$ cat src/rtl/slot_arbiter_if.sv
// Lane-side and downstream signal bundle for slot_arbiter.
// slave is the arbiter's view; master is the buffers/downstream view.
interface slot_arbiter_if #(
   parameter int NUM_REQ = 4,
   parameter int DATA_W  = 32
);
   localparam int IDX_W = (NUM_REQ > 1) ? $clog2(NUM_REQ) : 1;

   logic [NUM_REQ-1:0]        req;
   logic [NUM_REQ-1:0]        in_valid;
   logic [NUM_REQ*DATA_W-1:0] in_data;
   logic [NUM_REQ-1:0]        buf_full;
   logic                      stall_in;
   logic [NUM_REQ-1:0]        grant;
   logic                      out_valid;
   logic [DATA_W-1:0]         out_data;
   logic [IDX_W-1:0]          out_src;
   logic                      stall_out;

   modport master (
      output req, in_valid, in_data, buf_full, stall_in,
      input  grant, out_valid, out_data, out_src, stall_out
   );

   modport slave (
      input  req, in_valid, in_data, buf_full, stall_in,
      output grant, out_valid, out_data, out_src, stall_out
   );
endinterface

$ cat src/rtl/slot_arbiter.sv
// Round-robin, quantum-limited grant arbiter over buffer lanes with a registered output stream.
// Define ARB_FIXED_PRIO_EN to replace round robin with fixed lowest-index priority.
//
// state | meaning
// IDLE  | no lane granted, grant = 0
// GRANT | grant one-hot at idx_q
module slot_arbiter #(
   parameter int NUM_REQ = 4,
   parameter int DATA_W  = 32,
   parameter int QUANTUM = 2
) (
   input logic           clk,
   input logic           reset,
   input logic           flush,
   slot_arbiter_if.slave bus
);
   localparam int IDX_W = (NUM_REQ > 1) ? $clog2(NUM_REQ) : 1;
   localparam logic [IDX_W-1:0] LAST_IDX = IDX_W'(NUM_REQ - 1);
   localparam logic [3:0]       QLIM     = 4'(QUANTUM - 1);

   typedef enum logic {IDLE, GRANT} state_t;

   state_t             state_q, state_d;
   logic [IDX_W-1:0]   idx_q, idx_d;
   logic [IDX_W-1:0]   ptr_q, ptr_d;
   logic [3:0]         cnt_q, cnt_d;
   logic [NUM_REQ-1:0] grant_q, grant_d;
   logic               cap_en_q;
   logic [IDX_W-1:0]   cap_idx_q;
   logic               cap_valid;
   logic               out_valid_q;
   logic [DATA_W-1:0]  out_data_q;
   logic [IDX_W-1:0]   out_src_q;
   logic               pick_found;
   logic [IDX_W-1:0]   pick_sel;
   logic [DATA_W-1:0]  lane_data [NUM_REQ];

   for (genvar k = 0; k < NUM_REQ; k++) begin : g_lane
      assign lane_data[k] = bus.in_data[k*DATA_W +: DATA_W];
   end

   // First set request scanning upward from start, wrapping; MSB flags a hit.
   function automatic logic [IDX_W:0] pick(input logic [NUM_REQ-1:0] r,
                                           input logic [IDX_W-1:0]   start);
      logic             found;
      logic [IDX_W-1:0] sel;
      logic [IDX_W-1:0] pi;
      found = 1'b0;
      sel   = start;
      for (int i = 0; i < NUM_REQ; i++) begin
         pi = IDX_W'((int'(start) + i) % NUM_REQ);
         if (!found && r[pi]) begin
            found = 1'b1;
            sel   = pi;
         end
      end
      return {found, sel};
   endfunction

   function automatic logic [IDX_W-1:0] inc_mod(input logic [IDX_W-1:0] v);
      return (v == LAST_IDX) ? '0 : v + IDX_W'(1);
   endfunction

   always_comb begin
      state_d = state_q;
      idx_d   = idx_q;
      ptr_d   = ptr_q;
      cnt_d   = cnt_q;
`ifdef ARB_FIXED_PRIO_EN
      {pick_found, pick_sel} = pick(bus.req, '0);
      ptr_d = '0;
      cnt_d = '0;
      if (pick_found && !bus.stall_in) begin
         state_d = GRANT;
         idx_d   = pick_sel;
      end else begin
         state_d = IDLE;
      end
`else
      // ptr_q holds the next search start, i.e. last granted index + 1
      {pick_found, pick_sel} = pick(bus.req, ptr_q);
      case (state_q)
         IDLE: begin
            if (pick_found && !bus.stall_in) begin
               state_d = GRANT;
               idx_d   = pick_sel;
               ptr_d   = inc_mod(pick_sel);
               cnt_d   = '0;
            end
         end
         GRANT: begin
            if (bus.stall_in || !pick_found) begin
               state_d = IDLE;
            end else if (bus.req[idx_q] && (cnt_q < QLIM)) begin
               cnt_d = cnt_q + 4'd1;
            end else begin
               // a sole requester wraps back to itself and just restarts its quantum
               idx_d = pick_sel;
               ptr_d = inc_mod(pick_sel);
               cnt_d = '0;
            end
         end
         default: state_d = IDLE;
      endcase
`endif
      grant_d = '0;
      if (state_d == GRANT) grant_d[idx_d] = 1'b1;
   end

   assign cap_valid = cap_en_q & bus.in_valid[cap_idx_q];

   always_ff @(posedge clk or negedge reset) begin
      if (!reset) begin
         state_q     <= IDLE;
         idx_q       <= '0;
         ptr_q       <= '0;
         cnt_q       <= '0;
         grant_q     <= '0;
         cap_en_q    <= 1'b0;
         cap_idx_q   <= '0;
         out_valid_q <= 1'b0;
         out_data_q  <= '0;
         out_src_q   <= '0;
      end else if (flush) begin
         state_q     <= IDLE;
         idx_q       <= '0;
         ptr_q       <= '0;
         cnt_q       <= '0;
         grant_q     <= '0;
         cap_en_q    <= 1'b0;
         cap_idx_q   <= '0;
         out_valid_q <= 1'b0;
         out_data_q  <= '0;
         out_src_q   <= '0;
      end else begin
         state_q     <= state_d;
         idx_q       <= idx_d;
         ptr_q       <= ptr_d;
         cnt_q       <= cnt_d;
         grant_q     <= grant_d;
         cap_en_q    <= (state_q == GRANT);
         cap_idx_q   <= idx_q;
         out_valid_q <= cap_valid;
         if (cap_valid) begin
            out_data_q <= lane_data[cap_idx_q];
            out_src_q  <= cap_idx_q;
         end
      end
   end

   assign bus.grant     = grant_q;
   assign bus.out_valid = out_valid_q;
   assign bus.out_data  = out_data_q;
   assign bus.out_src   = out_src_q;
   assign bus.stall_out = |bus.buf_full;
endmodule
$ cat src/flat_wrapper.sv
// flat-port wrapper written by rule: the top's interface ports become plain ports
module slot_arbiter_flat 
#(
   parameter int NUM_REQ = 4,
   parameter int DATA_W  = 32,
   parameter int QUANTUM = 2
)
  (clk, reset, flush, bus_req, bus_in_valid, bus_in_data, bus_buf_full, bus_stall_in, bus_grant, bus_out_valid, bus_out_data, bus_out_src, bus_stall_out);
  slot_arbiter_if #(.NUM_REQ(NUM_REQ), .DATA_W(DATA_W)) bus_i ();
  input logic clk;
  input logic reset;
  input logic flush;
  input wire logic [$bits(bus_i.req)-1:0] bus_req;
  input wire logic [$bits(bus_i.in_valid)-1:0] bus_in_valid;
  input wire logic [$bits(bus_i.in_data)-1:0] bus_in_data;
  input wire logic [$bits(bus_i.buf_full)-1:0] bus_buf_full;
  input wire logic [$bits(bus_i.stall_in)-1:0] bus_stall_in;
  output wire logic [$bits(bus_i.grant)-1:0] bus_grant;
  output wire logic [$bits(bus_i.out_valid)-1:0] bus_out_valid;
  output wire logic [$bits(bus_i.out_data)-1:0] bus_out_data;
  output wire logic [$bits(bus_i.out_src)-1:0] bus_out_src;
  output wire logic [$bits(bus_i.stall_out)-1:0] bus_stall_out;
  assign bus_i.req = bus_req;
  assign bus_i.in_valid = bus_in_valid;
  assign bus_i.in_data = bus_in_data;
  assign bus_i.buf_full = bus_buf_full;
  assign bus_i.stall_in = bus_stall_in;
  assign bus_grant = bus_i.grant;
  assign bus_out_valid = bus_i.out_valid;
  assign bus_out_data = bus_i.out_data;
  assign bus_out_src = bus_i.out_src;
  assign bus_stall_out = bus_i.stall_out;
  slot_arbiter #(.NUM_REQ(NUM_REQ), .DATA_W(DATA_W), .QUANTUM(QUANTUM)) u_core (.clk(clk), .reset(reset), .flush(flush), .bus(bus_i));
endmodule
$ cat config.mk
export PLATFORM = sky130hd
export DESIGN_NAME = slot_arbiter_flat
export DESIGN_NICKNAME = d
export VERILOG_FILES = /design/src/rtl/slot_arbiter_if.sv /design/src/rtl/slot_arbiter.sv /design/src/flat_wrapper.sv
export SDC_FILE = /design/constraint.sdc
export NUM_CORES = 1
export LEC_CHECK = 0
export ABC_AREA = 1
export CORE_MARGIN = 2
export CORE_UTILIZATION = 40
export CTS_CLUSTER_SIZE = 40
export DETAILED_ROUTE_END_ITERATION = 8
export HOLD_SLACK_MARGIN = 0.15
export PLACE_DENSITY_LB_ADDON = 0.25
export RECOVER_POWER = 25
export SYNTH_ARGS = -nofsm -noshare
export SYNTH_HDL_FRONTEND = slang
export SYNTH_SLANG_ARGS = --single-unit
$ cat constraint.sdc
create_clock -name clk -period 2.3 [get_ports clk]
set_input_delay 0.345 -clock clk [delete_from_list [all_inputs] [get_ports clk]]
set_output_delay 0.345 -clock clk [all_outputs]
set_load 0.01 [all_outputs]
==> flow_summary_export.csv, run 1 <==
group,metric,value,unit
run_status,status,"finished clean",
synthesis,syn_nets,629,
clock_tree,clk_latency,310,ps
sta,finalCritPeriodShare,90.5,%
setup_path,critPathLaunch,"bus_buf_full[1]",
synthesis,yosysWarnings,0,
drt,viasPerCell,5.27,
clock_tree,h-tree-depth,2,
sta,hold_viol,0,
die,core_area,0.00813,sq mm
sta,worstMarginPinSlew,1450,ps
global_routing,grt.total_usage,25.1,%
final_layout,syn2layout_area_growth,61.3,%
setup_path,reg2reg_to,"u_core.bus.grant[2]",
power_and_ir_drop,total_power,0.00344,W
setup_path,end_kind,"output pin",
global_routing,grt_overflow,0,
setup_path,critPathKind,"in -> out",
synthesis,yosysSeqAreaShare,38.4,%
setup_path,start_kind,"primary input",
power_and_ir_drop,ir_worst_vdd,0.415,mV
setup_path,crit_fanout,1,
drt,drt_iter0_drc,213,
clock_tree,clockBufferDepth,2,
worst_hold_path,hold_path_class,"reg -> reg",
sta,fin_crit,2080,ps
place,dp_hpwl,8630,microns
die,die_w,95.2,microns
place,io_buffers,183,
power_and_ir_drop,leakagePower,2.45,nW
sta,rsz0062_at_grt,"false",
setup_path,crit_end,"bus_stall_out",
drt,drt_wl_total,11700,microns
place,gp_congestion,0.864,
drt,routedWlPerCell,15.4,microns
place,place_area,0.00525,sq mm
sta,setup_viol,0,
die,die_y,95.2,microns
synthesis,ys_ff_latch,51,
setup_path,reg2regPathDepth,12,
synthesis,syn_inst,483,
sta,tns,0,ps
die,pin_count,184,
setup_path,arrival,1740,ps
clock_tree,clock-root-buffer,"clkbuf_8",
final_layout,final_area,0.00536,sq mm
sta,fmax,480,MHz
die,fp.dieArea,0.00906,sq mm
setup_path,r2r-start,"u_core.ptr_q[0]",
sta,finClkSkew,8.45,ps
power_and_ir_drop,powerDensity,642,mW/mm^2
final_layout,num_antenna_cells,0,
flow_run,drv_cap,0,
global_routing,antenna_found_initial,0,
clock_tree,cts_inserted_buffers,5,
global_routing,grt_max_degree,65,
sta,slew_headroom,3.29,%
sta,final-max-slew-violation-count,0,
global_routing,grt_pass1_vias,3715,
drt,postRouteAntennaNets,0,
drt,vias,4001,
final_layout,layout-drive-gt1-share,7.65,%
drt,drc,0,
global_routing,grt_first_pass_wirelength,17900,microns
setup_path,rrSetupSlack,260,ps
synthesis,syn_area_per_cell,6.88,sq um
drt,dr.pass1.iters,4,
final_layout,fillers,687,
die,std_cell_rows,33,
clock_tree,cts_tree,"yes",
setup_path,cp_data_required_time,1960,ps
clock_tree,cts.sinks,51,
synthesis,ys_types,25,
synthesis,synth.cell_area,0.00332,sq mm
clock_tree,clk_pin_slew_worst_paths,90,ps
final_layout,nNetsFinal,799,
die,start_util,40.9,%
[final cells by class]
class                   count  area [sq um]  share of cell area [%]
clock buffers               5          68.8                    1.28
clock inverters             3          43.8                   0.817
inverters                  24          90.1                    1.68
multi-input cells         376          1820                    34.0
flip-flops and latches     51          1280                    23.8
well taps                 105           131                    2.45
repair buffers            195          1930                    35.9
[cell usage after synthesis]
master / count / area (sq um)
buf_2: 5 / 25.0
nand2_1: 104 / 390
nand3_1: 51 / 255
buf_1: 3 / 11.3
nor2_8: 1 / 20.0
buf_6: 1 / 11.3
clkbuf_1: 23 / 86.3
nor4_1: 1 / 6.26
nand2_2: 13 / 81.3
or4_1: 1 / 7.51
inv_2: 3 / 11.3
a21oi_1: 4 / 20.0
dfrtp_1: 51 / 1280
o22ai_1: 33 / 206
nor2_1: 75 / 282
nand2_4: 4 / 45.0
nand4_1: 3 / 18.8
nor2_4: 1 / 11.3
inv_1: 21 / 78.8
nor2_2: 3 / 18.8
o21ai_1: 4 / 20.0
ha_1: 2 / 25.0
nand4_4: 1 / 21.3
nand3_2: 4 / 40.0
o21ai_0: 71 / 355
[registers in the layout, summed over array words and instances, names as in the netlist, 2 cells and up]
register / count
u_core.bus.grant: 4
u_core.ptr_q: 2
u_core.cnt_q: 4
u_core.idx_q: 2
u_core.bus.out_src: 2
u_core.cap_idx_q: 2
u_core.bus.out_data: 32
[kinds of logic (layout without fill, tap and decap cells)]
logic type      after synthesis  after routing  synth area share [%]
buf+inv                      56            227                  6.74
fa+ha+maj                     2              2                 0.753
simple gates                262            262                  36.0
flops                        51             51                  38.4
compound gates              112            112                  18.1
[cell usage in the layout, fill, tap and decap left out, types with 2 or more instances in the layout]
cell and instances:
nand2_1 104, clkbuf_1 2, clkdlybuf4s50_1 181, o21ai_1 4, nor2_1 75, dfrtp_1 50, inv_2 4, dlygate4sd3_1 2
nand4_1 3, o21ai_0 71, inv_1 20, nand3_2 4, a21oi_1 4, nand2_2 13, o22ai_1 33, nor2_2 3
clkbuf_8 5, ha_1 2, buf_4 9, nand2_4 4, nand3_1 51
[stage by stage]
| step | utilization [%] | hold slack (ps) | instances | setup WS [ps] |
|---|---|---|---|---|
| after floorplan | - | 49.4 | 483 | 766 |
| after global placement | 64.5 | 379 | 750 | 226 |
| after detailed placement | 64.5 | 384 | 750 | 220 |
| after CTS | 66.0 | 492 | 759 | 206 |
| after global routing | 65.9 | 542 | 759 | 50.1 |
| final | 65.9 | 481 | 759 | 218 |
[worst max-delay path, stage by stage]
cell and delay, ps:
clkdlybuf4s50_1 400, or4_1 510, clkdlybuf4s50_1 490
[worst min-delay path by stage]
stage	from	to	slack, ps	cells after the start
5_1_grt	u_core.cnt_q[3]	u_core.cnt_q[3]	540	2
3_3_place_gp	reset	u_core.bus.out_data[31]	380	1
3_5_place_dp	reset	u_core.bus.out_data[29]	380	1
4_1_cts	u_core.state_q	u_core.cap_en_q	490	2
6_report	u_core.state_q	u_core.cap_en_q	480	2
2_1_floorplan	reset	u_core.bus.grant[0]	50	0
[what timing repair did]
| item | in CTS | in global routing |
|---|---|---|
| hold buffers | 1 | 0 |
| hold endpoints to repair | 25 | 0 |
| gates resized for setup | 0 | 0 |
| setup buffers | 0 | 0 |
[power by group]
| part | internal (W) | leakage [nW] | switching, W |
|---|---|---|---|
| sequential | 0.000982 | 0.702 | 0.000101 |
| combinational | 0.000713 | 1.69 | 0.00102 |
| clock | 0.000324 | 0.0581 | 0.000306 |
[metal layers]
layer | up-vias | global-route usage, % | routed length [microns] | share of wire [%]
met2 | 163 | 44.4 | 5660 | 48
met4 | 0 | 6.40 | 231 | 2.0
met1 | 1865 | 29.7 | 4670 | 40
li1 | 1951 | - | - | -
met5 | - | 0 | 0 | 0
met3 | 22 | 7.35 | 1120 | 9.6
No activity file was read; power rests on OpenSTA's default activity.
==> inputs of run 2 (changes only) <==
--- a/config.mk
+++ b/config.mk
@@ -11,6 +11,7 @@
 export CTS_CLUSTER_SIZE = 40
 export DETAILED_ROUTE_END_ITERATION = 8
 export HOLD_SLACK_MARGIN = 0.15
+export MAX_ROUTING_LAYER = met4
 export PLACE_DENSITY_LB_ADDON = 0.25
 export RECOVER_POWER = 25
 export SYNTH_ARGS = -nofsm -noshare
==> flow_summary_export.csv, run 2 (synthesis gave the netlist of run 1 again) <==
group,metric,value,unit
setup_path,r2r-start,"u_core.ptr_q[0]",
flow_run,drv_cap,0,
worst_hold_path,hold_path_class,"reg -> reg",
setup_path,cp_top_family,"buffers and inverters",
drt,viasPerCell,5.24,
place,io_buffers,183,
clock_tree,clk_latency,310,ps
clock_tree,cts_tree,"yes",
drt,dr.pass1.iters,4,
die,pin_count,184,
drt,routedWlPerCell,15.4,microns
sta,setup_viol,0,
power_and_ir_drop,powerDensity,642,mW/mm^2
final_layout,syn2layout_area_growth,61.3,%
final_layout,mostFrequentLayoutCells,"clkdlybuf4s50_1, nand2_1, nor2_1, o21ai_0, nand3_1",
setup_path,critPathBufInv,2,
setup_path,cp_common_cell,"clkdlybuf4s50_1",
sta,worstMarginPinSlew,1460,ps
setup_path,max_stage_delay,510,ps
clock_tree,h-tree-depth,2,
final_layout,layout_commonest_cell,"clkdlybuf4s50_1",
setup_path,cp_data_required_time,1960,ps
final_layout,layout-drive-gt1-share,7.65,%
global_routing,grt_overflow,0,
setup_path,reg2reg_to,"u_core.bus.grant[2]",
setup_path,cp.depth,3,
clock_tree,clockBufferDepth,2,
clock_tree,clk_pin_slew_worst_paths,90,ps
sta,rsz0062_at_grt,"false",
final_layout,fin_util,65.9,%
global_routing,grt_max_degree,65,
power_and_ir_drop,total_power,0.00344,W
final_layout,nNetsFinal,799,
die,fp.dieArea,0.00906,sq mm
worst_hold_path,hold_path_depth,2,
setup_path,crit_fanout,1,
setup_path,end_kind,"output pin",
clock_tree,cts_inserted_buffers,5,
die,std_cell_rows,33,
sta,fmax,480,MHz
power_and_ir_drop,ir_worst_vdd,0.415,mV
setup_path,crit_end,"bus_stall_out",
setup_path,arrival,1740,ps
sta,hold_viol,0,
place,gp_congestion,0.878,
clock_tree,post_cts_resized,0,
drt,drt_iter0_drc,214,
setup_path,critPathLaunch,"bus_buf_full[1]",
setup_path,path_cells,"clkdlybuf4s50_1 > or4_1 > clkdlybuf4s50_1",
global_routing,antenna_found_initial,0,
global_routing,grt_first_pass_wirelength,17900,microns
sta,tns,0,ps
place,dp_hpwl,8630,microns
sta,final-max-slew-violation-count,0,
sta,fin_hold_ws,481,ps
setup_path,reg2regPathDepth,12,
drt,vias,3978,
global_routing,grt.total_usage,25.8,%
drt,postRouteAntennaNets,0,
global_routing,grt_pass1_vias,3715,
die,die_w,95.2,microns
setup_path,rrSetupSlack,260,ps
sta,finClkSkew,8.19,ps
die,core_area,0.00813,sq mm
clock_tree,clock-root-buffer,"clkbuf_8",
setup_path,start_kind,"primary input",
sta,fin_crit,2080,ps
setup_path,critPathKind,"in -> out",
run_status,status,"finished clean",
final_layout,largest_reg_flops,32,
clock_tree,cts.sinks,51,
sta,finalCritPeriodShare,90.5,%
die,start_util,40.9,%
setup_path,crit_slowest_cell,"or4_1",
drt,drt_wl_total,11700,microns
power_and_ir_drop,leakagePower,2.45,nW
drt,drc,0,
final_layout,num_antenna_cells,0,
die,die_y,95.2,microns
sta,slew_headroom,2.84,%
## run 2: cell counts in the layout (fill, tap and decap cells not counted)
Identical to the previous run, type by type.
## run 2: through the flow
stage | instance area, sq um | setup WS (ps) | std cells
after floorplan | 3320 | 766 | 483
after global placement | 5250 | 226 | 750
after detailed placement | 5250 | 220 | 750
after CTS | 5370 | 206 | 759
after global routing | 5360 | 50.1 | 759
final | 5360 | 218 | 759
## run 2: where the power goes
| group | switching, W | leakage, nW | total (W) | internal, W |
|---|---|---|---|---|
| clock network | 0.000306 | 0.0581 | 0.000631 | 0.000324 |
| logic | 0.00102 | 1.69 | 0.00173 | 0.000713 |
| registers | 0.000101 | 0.702 | 0.00108 | 0.000982 |
| total | 0.00142 | 2.45 | 0.00344 | 0.00202 |
## run 2: area by class of cell
type                            instances  area (sq um)
Multi-Input combinational cell        376          1820
Clock inverter                          3          43.8
Clock buffer                            5          68.8
Sequential cell                        51          1280
Fill cell                             687          2770
Inverter                               24          90.1
Timing Repair Buffer                  195          1930
Tap cell                              105           131
## run 2: per-layer routing
| metal | GRT usage, % | vias to the layer above | share of wire (%) |
|---|---|---|---|
| met1 | 29.9 | 1835 | 40 |
| met2 | 44.4 | 167 | 49 |
| met5 | - | - | 0 |
| met4 | 6.40 | 0 | 2.0 |
| met3 | 7.19 | 24 | 9.7 |
| li1 | - | 1952 | - |
## run 2: timing repair
action	CTS	global route
hold endpoints to repair	25	0
buffers inserted	0	0
hold buffers	1	0
## run 2: tightest hold or removal path: stages (launching register included)
cell and delay, ps:
dfrtp_1 330, inv_1 40, nor2_1 70
## run 2: how the worst min path moves through the flow
stage	from	endpoint	slack [ps]
after floorplan	reset	u_core.bus.grant[0]	50
after global placement	reset	u_core.bus.out_data[31]	380
after detailed placement	reset	u_core.bus.out_data[29]	380
after CTS	u_core.state_q	u_core.cap_en_q	490
after global routing	u_core.cnt_q[3]	u_core.cnt_q[3]	540
final	u_core.state_q	u_core.cap_en_q	480
